### src/rtl/xbar_peri_demux.sv
// ---------------------------------------------------------------------------
// xbar_peri_demux
//
// 1-to-N TileLink-UL crossbar for the 24 MHz peripheral domain. Channel A
// from the CDC adapter is routed to one of NUM_SLAVES peripherals by address
// decode. Channel D is returned from whichever slave currently owns the
// outstanding requests. Accesses that hit no slave are answered by a small
// internal error responder.
//
// Only one target may have requests in flight at a time. This keeps
// responses from ever being reordered across slaves.
//
// Ports
//   clk, reset        : clock and asynchronous active-low reset
//   a_*               : master-side Channel A (a_ready is an output)
//   d_*               : master-side Channel D (d_ready is an input)
//   a_valid_out       : per-slave A valid
//   a_ready_out       : per-slave A ready
//   a_*_out           : A payload, broadcast to every slave
//   d_valid_in        : per-slave D valid
//   d_ready_in        : per-slave D ready
//   d_*_in            : flat per-slave D payloads; slave i sits at slice i
//   err_count         : saturating count of accepted unmapped requests
// ---------------------------------------------------------------------------
module xbar_peri_demux #(
  parameter int NUM_SLAVES      = 4,
  parameter int ADDR_WIDTH      = 32,
  parameter int DATA_WIDTH      = 32,
  parameter int MASK_WIDTH      = DATA_WIDTH / 8,
  parameter int SIZE_WIDTH      = 3,
  parameter int SRC_WIDTH       = 2,
  parameter int SINK_WIDTH      = 1,
  parameter int OPCODE_WIDTH    = 3,
  parameter int PARAM_WIDTH     = 3,
  parameter logic [NUM_SLAVES*ADDR_WIDTH-1:0] SLAVE_BASE =
    {32'h1000_3000, 32'h1000_2000, 32'h1000_1000, 32'h1000_0000},
  parameter logic [NUM_SLAVES*ADDR_WIDTH-1:0] SLAVE_MASK =
    {NUM_SLAVES{32'hFFFF_F000}},
  parameter int MAX_OUTSTANDING = 4
) (
  input  logic                               clk,
  input  logic                               reset,
  // master-side Channel A
  input  logic                               a_valid,
  output logic                               a_ready,
  input  logic [OPCODE_WIDTH-1:0]            a_opcode,
  input  logic [PARAM_WIDTH-1:0]             a_param,
  input  logic [SIZE_WIDTH-1:0]              a_size,
  input  logic [SRC_WIDTH-1:0]               a_source,
  input  logic [ADDR_WIDTH-1:0]              a_address,
  input  logic [MASK_WIDTH-1:0]              a_mask,
  input  logic [DATA_WIDTH-1:0]              a_data,
  // master-side Channel D
  output logic                               d_valid,
  input  logic                               d_ready,
  output logic [OPCODE_WIDTH-1:0]            d_opcode,
  output logic [PARAM_WIDTH-1:0]             d_param,
  output logic [SIZE_WIDTH-1:0]              d_size,
  output logic [SRC_WIDTH-1:0]               d_source,
  output logic [SINK_WIDTH-1:0]              d_sink,
  output logic [DATA_WIDTH-1:0]              d_data,
  output logic                               d_error,
  // slave-side Channel A
  output logic [NUM_SLAVES-1:0]              a_valid_out,
  input  logic [NUM_SLAVES-1:0]              a_ready_out,
  output logic [OPCODE_WIDTH-1:0]            a_opcode_out,
  output logic [PARAM_WIDTH-1:0]             a_param_out,
  output logic [SIZE_WIDTH-1:0]              a_size_out,
  output logic [SRC_WIDTH-1:0]               a_source_out,
  output logic [ADDR_WIDTH-1:0]              a_address_out,
  output logic [MASK_WIDTH-1:0]              a_mask_out,
  output logic [DATA_WIDTH-1:0]              a_data_out,
  // slave-side Channel D
  input  logic [NUM_SLAVES-1:0]              d_valid_in,
  output logic [NUM_SLAVES-1:0]              d_ready_in,
  input  logic [NUM_SLAVES*OPCODE_WIDTH-1:0] d_opcode_in,
  input  logic [NUM_SLAVES*PARAM_WIDTH-1:0]  d_param_in,
  input  logic [NUM_SLAVES*SIZE_WIDTH-1:0]   d_size_in,
  input  logic [NUM_SLAVES*SRC_WIDTH-1:0]    d_source_in,
  input  logic [NUM_SLAVES*SINK_WIDTH-1:0]   d_sink_in,
  input  logic [NUM_SLAVES*DATA_WIDTH-1:0]   d_data_in,
  input  logic [NUM_SLAVES-1:0]              d_error_in,
  // status
  output logic [15:0]                        err_count
);

  // Target index NUM_SLAVES is the internal error responder.
  localparam int TGT_W = $clog2(NUM_SLAVES + 1);
  localparam int CNT_W = $clog2(MAX_OUTSTANDING + 1);
  localparam logic [TGT_W-1:0] ERR_TGT  = TGT_W'(NUM_SLAVES);
  localparam logic [CNT_W-1:0] CNT_MAX  = CNT_W'(MAX_OUTSTANDING);
  localparam logic [OPCODE_WIDTH-1:0] OP_GET            = OPCODE_WIDTH'(4);
  localparam logic [OPCODE_WIDTH-1:0] OP_ACCESS_ACK     = OPCODE_WIDTH'(0);
  localparam logic [OPCODE_WIDTH-1:0] OP_ACCESS_ACK_DAT = OPCODE_WIDTH'(1);

  logic [TGT_W-1:0]        cur_target;
  logic [CNT_W-1:0]        out_cnt;
  logic                    err_pending;
  logic [OPCODE_WIDTH-1:0] err_opcode;
  logic [SIZE_WIDTH-1:0]   err_size;
  logic [SRC_WIDTH-1:0]    err_source;

  logic [TGT_W-1:0]        dec_target;
  logic                    dec_is_err;
  logic                    out_busy;
  logic                    admit;
  logic                    d_valid_mux;
  logic                    a_fire;
  logic                    d_fire;

  // The A payload goes to every slave; only the valid is steered.
  assign a_opcode_out  = a_opcode;
  assign a_param_out   = a_param;
  assign a_size_out    = a_size;
  assign a_source_out  = a_source;
  assign a_address_out = a_address;
  assign a_mask_out    = a_mask;
  assign a_data_out    = a_data;

  // Address decode. Scanning from the top down lets the lowest hitting
  // index overwrite the others, so overlapping windows resolve to slave 0
  // first.
  always_comb begin
    dec_target = ERR_TGT;
    for (int i = NUM_SLAVES - 1; i >= 0; i--) begin
      if ((a_address & SLAVE_MASK[i*ADDR_WIDTH +: ADDR_WIDTH]) ==
          SLAVE_BASE[i*ADDR_WIDTH +: ADDR_WIDTH]) begin
        dec_target = TGT_W'(i);
      end
    end
  end

  assign dec_is_err = (dec_target == ERR_TGT);
  assign out_busy   = (out_cnt != '0);

  // Admission uses only registered state. A D fire in the same cycle
  // therefore cannot free a slot or switch targets until the next cycle.
  // Holding admission off during reset keeps a_ready low while reset is
  // asserted.
  assign admit = reset
               && (!out_busy || (dec_target == cur_target))
               && (out_cnt < CNT_MAX)
               && !(dec_is_err && err_pending);

  // Channel A steering. The error target always accepts once admitted.
  always_comb begin
    a_valid_out = '0;
    a_ready     = 1'b0;
    if (admit) begin
      if (dec_is_err) begin
        a_ready = 1'b1;
      end else begin
        for (int i = 0; i < NUM_SLAVES; i++) begin
          if (dec_target == TGT_W'(i)) begin
            a_valid_out[i] = a_valid;
            a_ready        = a_ready_out[i];
          end
        end
      end
    end
  end

  // Channel D mux. With nothing outstanding, both valid and ready are
  // forced low, so stray valids from idle slaves never leak through.
  always_comb begin
    d_valid_mux = 1'b0;
    d_opcode    = '0;
    d_param     = '0;
    d_size      = '0;
    d_source    = '0;
    d_sink      = '0;
    d_data      = '0;
    d_error     = 1'b0;
    d_ready_in  = '0;
    if (cur_target == ERR_TGT) begin
      d_valid_mux = err_pending;
      d_opcode    = err_opcode;
      d_size      = err_size;
      d_source    = err_source;
      d_error     = 1'b1;
    end else begin
      for (int i = 0; i < NUM_SLAVES; i++) begin
        if (cur_target == TGT_W'(i)) begin
          d_valid_mux   = d_valid_in[i];
          d_opcode      = d_opcode_in[i*OPCODE_WIDTH +: OPCODE_WIDTH];
          d_param       = d_param_in[i*PARAM_WIDTH +: PARAM_WIDTH];
          d_size        = d_size_in[i*SIZE_WIDTH +: SIZE_WIDTH];
          d_source      = d_source_in[i*SRC_WIDTH +: SRC_WIDTH];
          d_sink        = d_sink_in[i*SINK_WIDTH +: SINK_WIDTH];
          d_data        = d_data_in[i*DATA_WIDTH +: DATA_WIDTH];
          d_error       = d_error_in[i];
          d_ready_in[i] = d_ready & out_busy;
        end
      end
    end
  end

  assign d_valid = d_valid_mux & out_busy;
  assign a_fire  = a_valid & a_ready;
  assign d_fire  = d_valid & d_ready;

  // Outstanding tracking: the target follows the most recent accepted
  // request. The counter nets A fires against D fires.
  always_ff @(posedge clk or negedge reset) begin
    if (!reset) begin
      cur_target <= '0;
      out_cnt    <= '0;
    end else begin
      if (a_fire) begin
        cur_target <= dec_target;
      end
      case ({a_fire, d_fire})
        2'b10:   out_cnt <= out_cnt + 1'b1;
        2'b01:   out_cnt <= out_cnt - 1'b1;
        default: out_cnt <= out_cnt;
      endcase
    end
  end

  // Error responder. Admission blocks a second unmapped request while one
  // is pending, so set and clear can never coincide.
  always_ff @(posedge clk or negedge reset) begin
    if (!reset) begin
      err_pending <= 1'b0;
      err_opcode  <= '0;
      err_size    <= '0;
      err_source  <= '0;
      err_count   <= '0;
    end else begin
      if (a_fire && dec_is_err) begin
        err_pending <= 1'b1;
        err_opcode  <= (a_opcode == OP_GET) ? OP_ACCESS_ACK_DAT : OP_ACCESS_ACK;
        err_size    <= a_size;
        err_source  <= a_source;
        if (err_count != 16'hFFFF) begin
          err_count <= err_count + 16'd1;
        end
      end else if (d_fire && (cur_target == ERR_TGT)) begin
        err_pending <= 1'b0;
      end
    end
  end

endmodule

### config.mk
export PLATFORM = sky130hd
export DESIGN_NAME = xbar_peri_demux
export DESIGN_NICKNAME = d
export VERILOG_FILES = /design/src/rtl/xbar_peri_demux.sv
export SDC_FILE = /design/constraint.sdc
export NUM_CORES = 1
export LEC_CHECK = 0
export ABC_CLOCK_PERIOD_IN_PS = 3100
export BUFFER_PORTS_ARGS = -buffer_cell sky130_fd_sc_hd__buf_2
export CAP_MARGIN = 20
export CORE_AREA = 4 4 160 162
export CTS_CLUSTER_SIZE = 20
export DETAILED_ROUTE_END_ITERATION = 6
export DIE_AREA = 0 0 164 166
export PLACE_DENSITY = 0.54
export SLEW_MARGIN = 25
export SYNTH_ARGS = -nofsm -noshare
export SYNTH_HDL_FRONTEND = slang
export SYNTH_SLANG_ARGS = --single-unit
### constraint.sdc
create_clock -name clk -period 3.1 [get_ports clk]
set_clock_uncertainty 0.1 [all_clocks]
set_input_delay 0.93 -clock clk [delete_from_list [all_inputs] [get_ports clk]]
set_output_delay 0.93 -clock clk [all_outputs]
set_load 0.05 [all_outputs]
# Word level (Yosys, flattened, before mapping)
# Cells that the tools add are included.
[totals]
ff_bits = 31
in_bits = 271
output_inout_bits = 150
word_cells = 112
[op_classes]
add_sub_neg = 3
magnitude_cmp = 1
n_eq_ne = 17
n_mux = 65
bitwise = 4
reduce_logical = 15
[ops]
columns = ["cell", "n"]
rows = [
  ["2-to-1 mux 32 bit", 5],
  ["equality test 20 x 17 -> 1 bit, second input constant", 4],
  ["2-to-1 mux 3 bit", 19],
  ["2-to-1 mux 1 bit", 32],
  ["adder 16 x 1 -> 16 bit, second input constant", 1],
  ["inequality test 16 bit, second input constant", 1],
  ["equality test 3 x 2 -> 1 bit, second input constant", 4],
  ["2-to-1 mux 4 bit", 3],
  ["2-to-1 mux 2 bit", 5],
  ["equality test 3 bit, second input constant", 3],
  ["equality test 3 x 1 -> 1 bit, second input constant", 2],
  ["logical AND 1 bit", 6],
  ["zero test 3 bit", 2],
  ["one-hot mux 3 bit (2 select lines)", 1],
  ["AND 1 bit", 4],
  ["nonzero test 2 bit", 2],
  ["adder 3 x 1 -> 3 bit, second input constant", 1],
  ["equality test 3 bit", 1],
  ["< comparator 3 bit, second input constant", 1],
  ["nonzero test 3 bit", 1],
  ["subtractor 3 x 1 -> 3 bit, second input constant", 1],
  ["equality test 2 x 1 -> 1 bit, second input constant", 1],
  ["equality test 2 bit, second input constant", 1],
  ["zero test 1 bit", 2],
  ["other kinds (2)", 2],
]

# Depth between registers and ports, before layout
[depth]
word_depth = 15
ltp_mapped = 12
ltp_nobuf = 11

# Worst setup path before layout
# OpenSTA, ideal clock, no wires.
[synth_path]
path_kind = "input-to-output"
from = "in a_address[24]"
to = "out a_valid_out[0]"
arrival_ps = 3107
t_required_ps = 2070
slack_ps = -1037
cell_stages = 6
n_path_buf = 0
path_cell_list = "nor4_1 nand3_1 o31a_1 o21ai_1 nand3_1 nor3_1"
[synth_between]
elab_chain_cells = 11
elab_cells_between_ends = 20
classes_between = "eq/ne (6); mux (7); reduce/logical (7)"
[synth_rtl]
columns = ["element", "line", "source"]
rows = [
  ["start: declaration", "50", "input logic [ADDR_WIDTH-1:0] a_address,"],
  ["equality test 20 x 17 -> 1 bit", "126", "if ((a_address & SLAVE_MASK[i*ADDR_WIDTH +: ADDR_WIDTH]) =="],
  ["2-to-1 mux 3 bit (3 in a row)", "126", ""],
  ["2-to-1 mux 3 bit (*)", "126", ""],
  ["equality test 3 bit", "141", "&& (!out_busy || (dec_target == cur_target))"],
  ["logical OR 1 bit", "141", ""],
  ["logical AND 1 bit", "141", ""],
  ["logical AND 1 bit", "142", "&& (out_cnt < CNT_MAX)"],
  ["logical AND 1 bit", "143", "&& !(dec_is_err && err_pending);"],
  ["2-to-1 mux 4 bit (*)", "149", "if (admit) begin"],
  ["end: declaration", "64", "output logic [NUM_SLAVES-1:0] a_valid_out,"],
]
# Every way passes the cells marked *; elsewhere a longest branch is shown, timed or not.

# Worst setup path in the final report
[layout_path]
from = "in a_address[20]"
to = "out a_valid_out[3]"
# Same word-level chain as after synthesis.

==> flow_results.org <==
** STA
- Slew of the pin with the lowest slew margin :: 0.524 ns
- Timing-limited maximum frequency :: 278 MHz
- The final-report max-slew violation count was 0.
- Portion of the clock cycle consumed by the worst path in the final layout :: 116%
- Setup repair after global routing could not meet its margin everywhere.
- Across all setup checks in the final design, the least slack found is -0.492 ns.
- Final setup violation count :: 5
- Total count of hold-check failures in the final report :: 0
- Across all hold checks on the routed design, the worst slack comes to 0.387 ns.
- Measured against its own limit, the worst slew margin works out to 64.9%.
- The smallest clock period supported by the final layout is computed as ~3.6 ns.

** Power
- The analysis attributes to cell leakage a power of 2.67 nW.
- Total power consumption of the routed design :: 3.21 mW
- Worst IR Drop VDD :: 0.000388 V
- Power spread over the standard cell area amounts to 563 mW/mm^2.

** Die
- The floorplan step set the die height to between 150 and 200 microns.
- Placement row count :: 57
- DIE AREA :: 0.0272 sq mm
- For this configuration, the core starts out at a cell density of 15.0%.
- I/O Pins :: 421
- In this run the standard cell core region covers 0.0241 sq mm.
- Measured along the x axis, the die boundary spans between 150 and 200 microns.

** Clock network
- Total CTS buffers :: 5
- Clock tree synthesis found a total of 29 sinks.
- TritonCTS built the clock tree.
- The later pin in the worst-skew pair is clocked with a latency of 0.27 ns.
- The H-tree was split into 2 levels.
- In this run the deepest clock path goes through 2 buffers.
- The cell sitting at the root of the clock tree is a clkbuf_16.
- After clock tree synthesis, the clock-pin slew on the worst setup and hold paths is 0.04 ns.

** Synthesis
- Synthesized netlist net count :: 630
- After synthesis the cells add up to 0.00362 sq mm.
- Yosys printed 0 warnings.
- By area, the combinational part of the netlist is dominated by multiplexers.
- Commonest register cell after synthesis :: dfrtp_1
- Post-Synth Simple-Gate Area :: 17.4%
- In this run, distinct cell masters in the synthesized netlist total 45.
- Mux share of post-synthesis cell area :: 31.4%
- Of the total synthesized cell area, the portion taken by full adders, half adders and majority gates is 1.24%.
- XOR/XNOR share of the synthesized area :: roughly 4.1%
- In the synthesized netlist, the number of instances is roughly 360.
- Number of synthesized register bits :: 29
- The synthesized design contains 0 enable-type register cells.
- Sequential elements use 20.1% of the synthesized area.
- Share of the synthesized area in compound gates (AO/OA/AOI/OAI) :: 5.46%
- Avg Cell Area, Syn :: 10.2 sq um
- Synth async-reset ratio :: 100%

** Global routing
- Entering global routing, the biggest net connects 39 pins.
- The total overflow left after global routing is 0.
- Antenna violations before repair :: 15
- First-pass GRT wire length :: roughly 24 mm
- Met3 track demand over resource :: 5.93%
- Met1 GRT Util :: 13.0%
- The number of global-route vias before repair was 3955.
- Most Used Layer, Global Route :: met2
- Global routing used 20.2% of the available met2 tracks.
- Overall global routing resource usage :: 12.0%

** Placed design
- The congestion estimate from routability-driven global placement came to 0.827.
- Number of I/O port buffers :: 318
- Placed wire-length estimate :: around 16 mm
- Cell total after placement :: 926
- Setup slack at placement :: -0.889 ns

** Routing
- Remaining antenna violation count :: 0
- Via/cell ratio :: around 4.0
- Violation count after the first detailed-routing iteration :: 84
- Summed over all layers, the routed wires come to 17.9 mm.
- The detailed router placed 3789 vias in this run.
- After detailed routing, the average wire length per cell comes to 18.8 microns.
- Drc violations :: 0
- The first detailed-routing pass took 4 iterations.

** Finish
- Fill cells in the final layout number about 2700.
- At the end of the flow the core is filled with cells to 23.7%.
- For this run, the post-layout net count is 892.
- Of the cells placed in the final design, the portion with a size suffix greater than 1 is 72.0%.
- Registers take 732 sq um.
- Relative to the synthesized area, the layout overhead comes to 57.8%.
- In the layout the commonest cells are buf_2 (307), mux4_2 (46), nor2b_1 (38).
- The library cell used most frequently in the layout, excluding fill and tap cells, is buf_2.
- In the final layout, the multi-input gates occupy 0.00234 sq mm.
- Once layout is complete, the cells apart from fillers number 948.

** Hold path
- Cell depth of the worst min-delay path :: 2
- Path category of the worst min-delay check :: reg2reg
- Critical hold path startpoint :: err_opcode[0]
- The worst hold path terminates at err_opcode[0].

** Setup path
- For flop-to-flop paths, the worst setup slack is roughly 0.08 ns.
- For the worst setup path, the data arrival time is around 2.6 ns.
- The worst register-to-register path ends at out_cnt[2].
- Critical Path Fanout Max :: 4
- The critical path is of the in2out type.
- The worst register-to-register path has a depth of 15.
- STA classifies the critical path endpoint as an output port.
- Crit path required time :: just over 2 ns
- In this run the critical register-to-register path is launched from cur_target[0].
- The worst setup path is launched from an input pin.

** Flow run
- Max_cap viols :: 0

** Outcome
- Violations in the final reports :: setup timing
- Result of the run :: finished, violations left
-- per-layer routing --
layer / vias up / wire length (microns) / part of all wire (%)
met1: 1788 / 6530 / 37
met3: 59 / 2060 / 12
li1: 1734 / - / -
met5: - / 51 / 0.29
met2: 200 / 8620 / 48
met4: 8 / 608 / 3.4
-- power breakdown --
| part | internal [mW] | switching (mW) |
|---|---|---|
| Combinational | 0.693 | 1.47 |
| Sequential | 0.483 | 0.0924 |
| Clock | 0.314 | 0.156 |
| Total | 1.49 | 1.72 |
-- area by class of cell --
| type | count | share of cell area [%] |
|---|---|---|
| Antenna cell | 6 | 0.263 |
| Clock buffer | 7 | 2.50 |
| Inverter | 16 | 1.05 |
| Multi-Input combinational cell | 213 | 41.0 |
| Sequential cell | 29 | 12.8 |
| Tap cell | 324 | 7.10 |
| Timing Repair Buffer | 353 | 35.3 |
-- registers in the layout, summed over array words and instances, names as in the netlist --
signal,count
err_count,16
cur_target,3
err_size,3
out_cnt,3
err_source,2
err_opcode,1
err_pending,1
-- through the flow --
stage	TNS (ns)	area, sq um
after floorplan	-4.25	3660
after global placement	-4.45	5220
after detailed placement	-4.87	5220
after CTS	-2.23	5600
after global routing	-2.72	5700
final	-2.18	5710
-- worst max-delay path, stage by stage --
cell and delay, ns:
buf_2 0.11, nor4_2 0.36, nand3_4 0.14, o31a_1 0.29, o21ai_4 0.19, nand4_1 0.12
buf_6 0.15, nor2_4 0.11, buf_8 0.15
-- worst max-delay path by stage --
stage                     slack (ns)  cells past startpoint        endpoint           from
after floorplan                -0.59                      2   d_ready_in[1]        d_ready
after global placement         -0.82                      9  a_valid_out[0]  a_address[24]
after detailed placement       -0.89                      9  a_valid_out[0]  a_address[24]
after CTS                      -0.49                     10  a_valid_out[2]  a_address[17]
after global routing           -0.58                     10  a_valid_out[2]  a_address[17]
final                          -0.49                      9  a_valid_out[3]  a_address[20]
-- synth_stat cells (5+ instances only) --
cell / instances / share of area [%]
buf_4: 79 / 16
mux4_2: 46 / 29
nor2b_1: 39 / 6.7
dfrtp_1: 29 / 20
nand2_1: 18 / 1.9
inv_1: 16 / 1.7
nor2_1: 14 / 1.5
xnor2_1: 12 / 2.9
o21ai_0: 11 / 1.5
nand3_1: 9 / 1.2
clkbuf_1: 8 / 0.83
mux2_2: 7 / 2.2
nand4_1: 6 / 1.0
nor4_1: 6 / 1.0
buf_1: 5 / 0.52
buf_2: 5 / 0.69
nor3_1: 5 / 0.69
xor2_1: 5 / 1.2
-- logic make-up (layout without fill, tap and decap cells) --
| group | count (synthesis) | after routing |
|---|---|---|
| other cells | 0 | 6 |
| simple gates | 112 | 112 |
| compound gates | 26 | 26 |
| xor+xnor | 17 | 17 |
| fa+ha+maj | 3 | 3 |
| flops | 29 | 29 |
| buf+inv | 114 | 376 |
| mux | 55 | 55 |
-- timing repair --
item                                    in CTS  in global routing
hold buffers                                 0                  0
gates cloned                                 0                  1
pin swaps                                   14                  5
endpoints found under the setup margin      10                 18
setup buffers                                6                  2
gates resized for setup                     39                 14
Power figures use the tool's default switching activity.
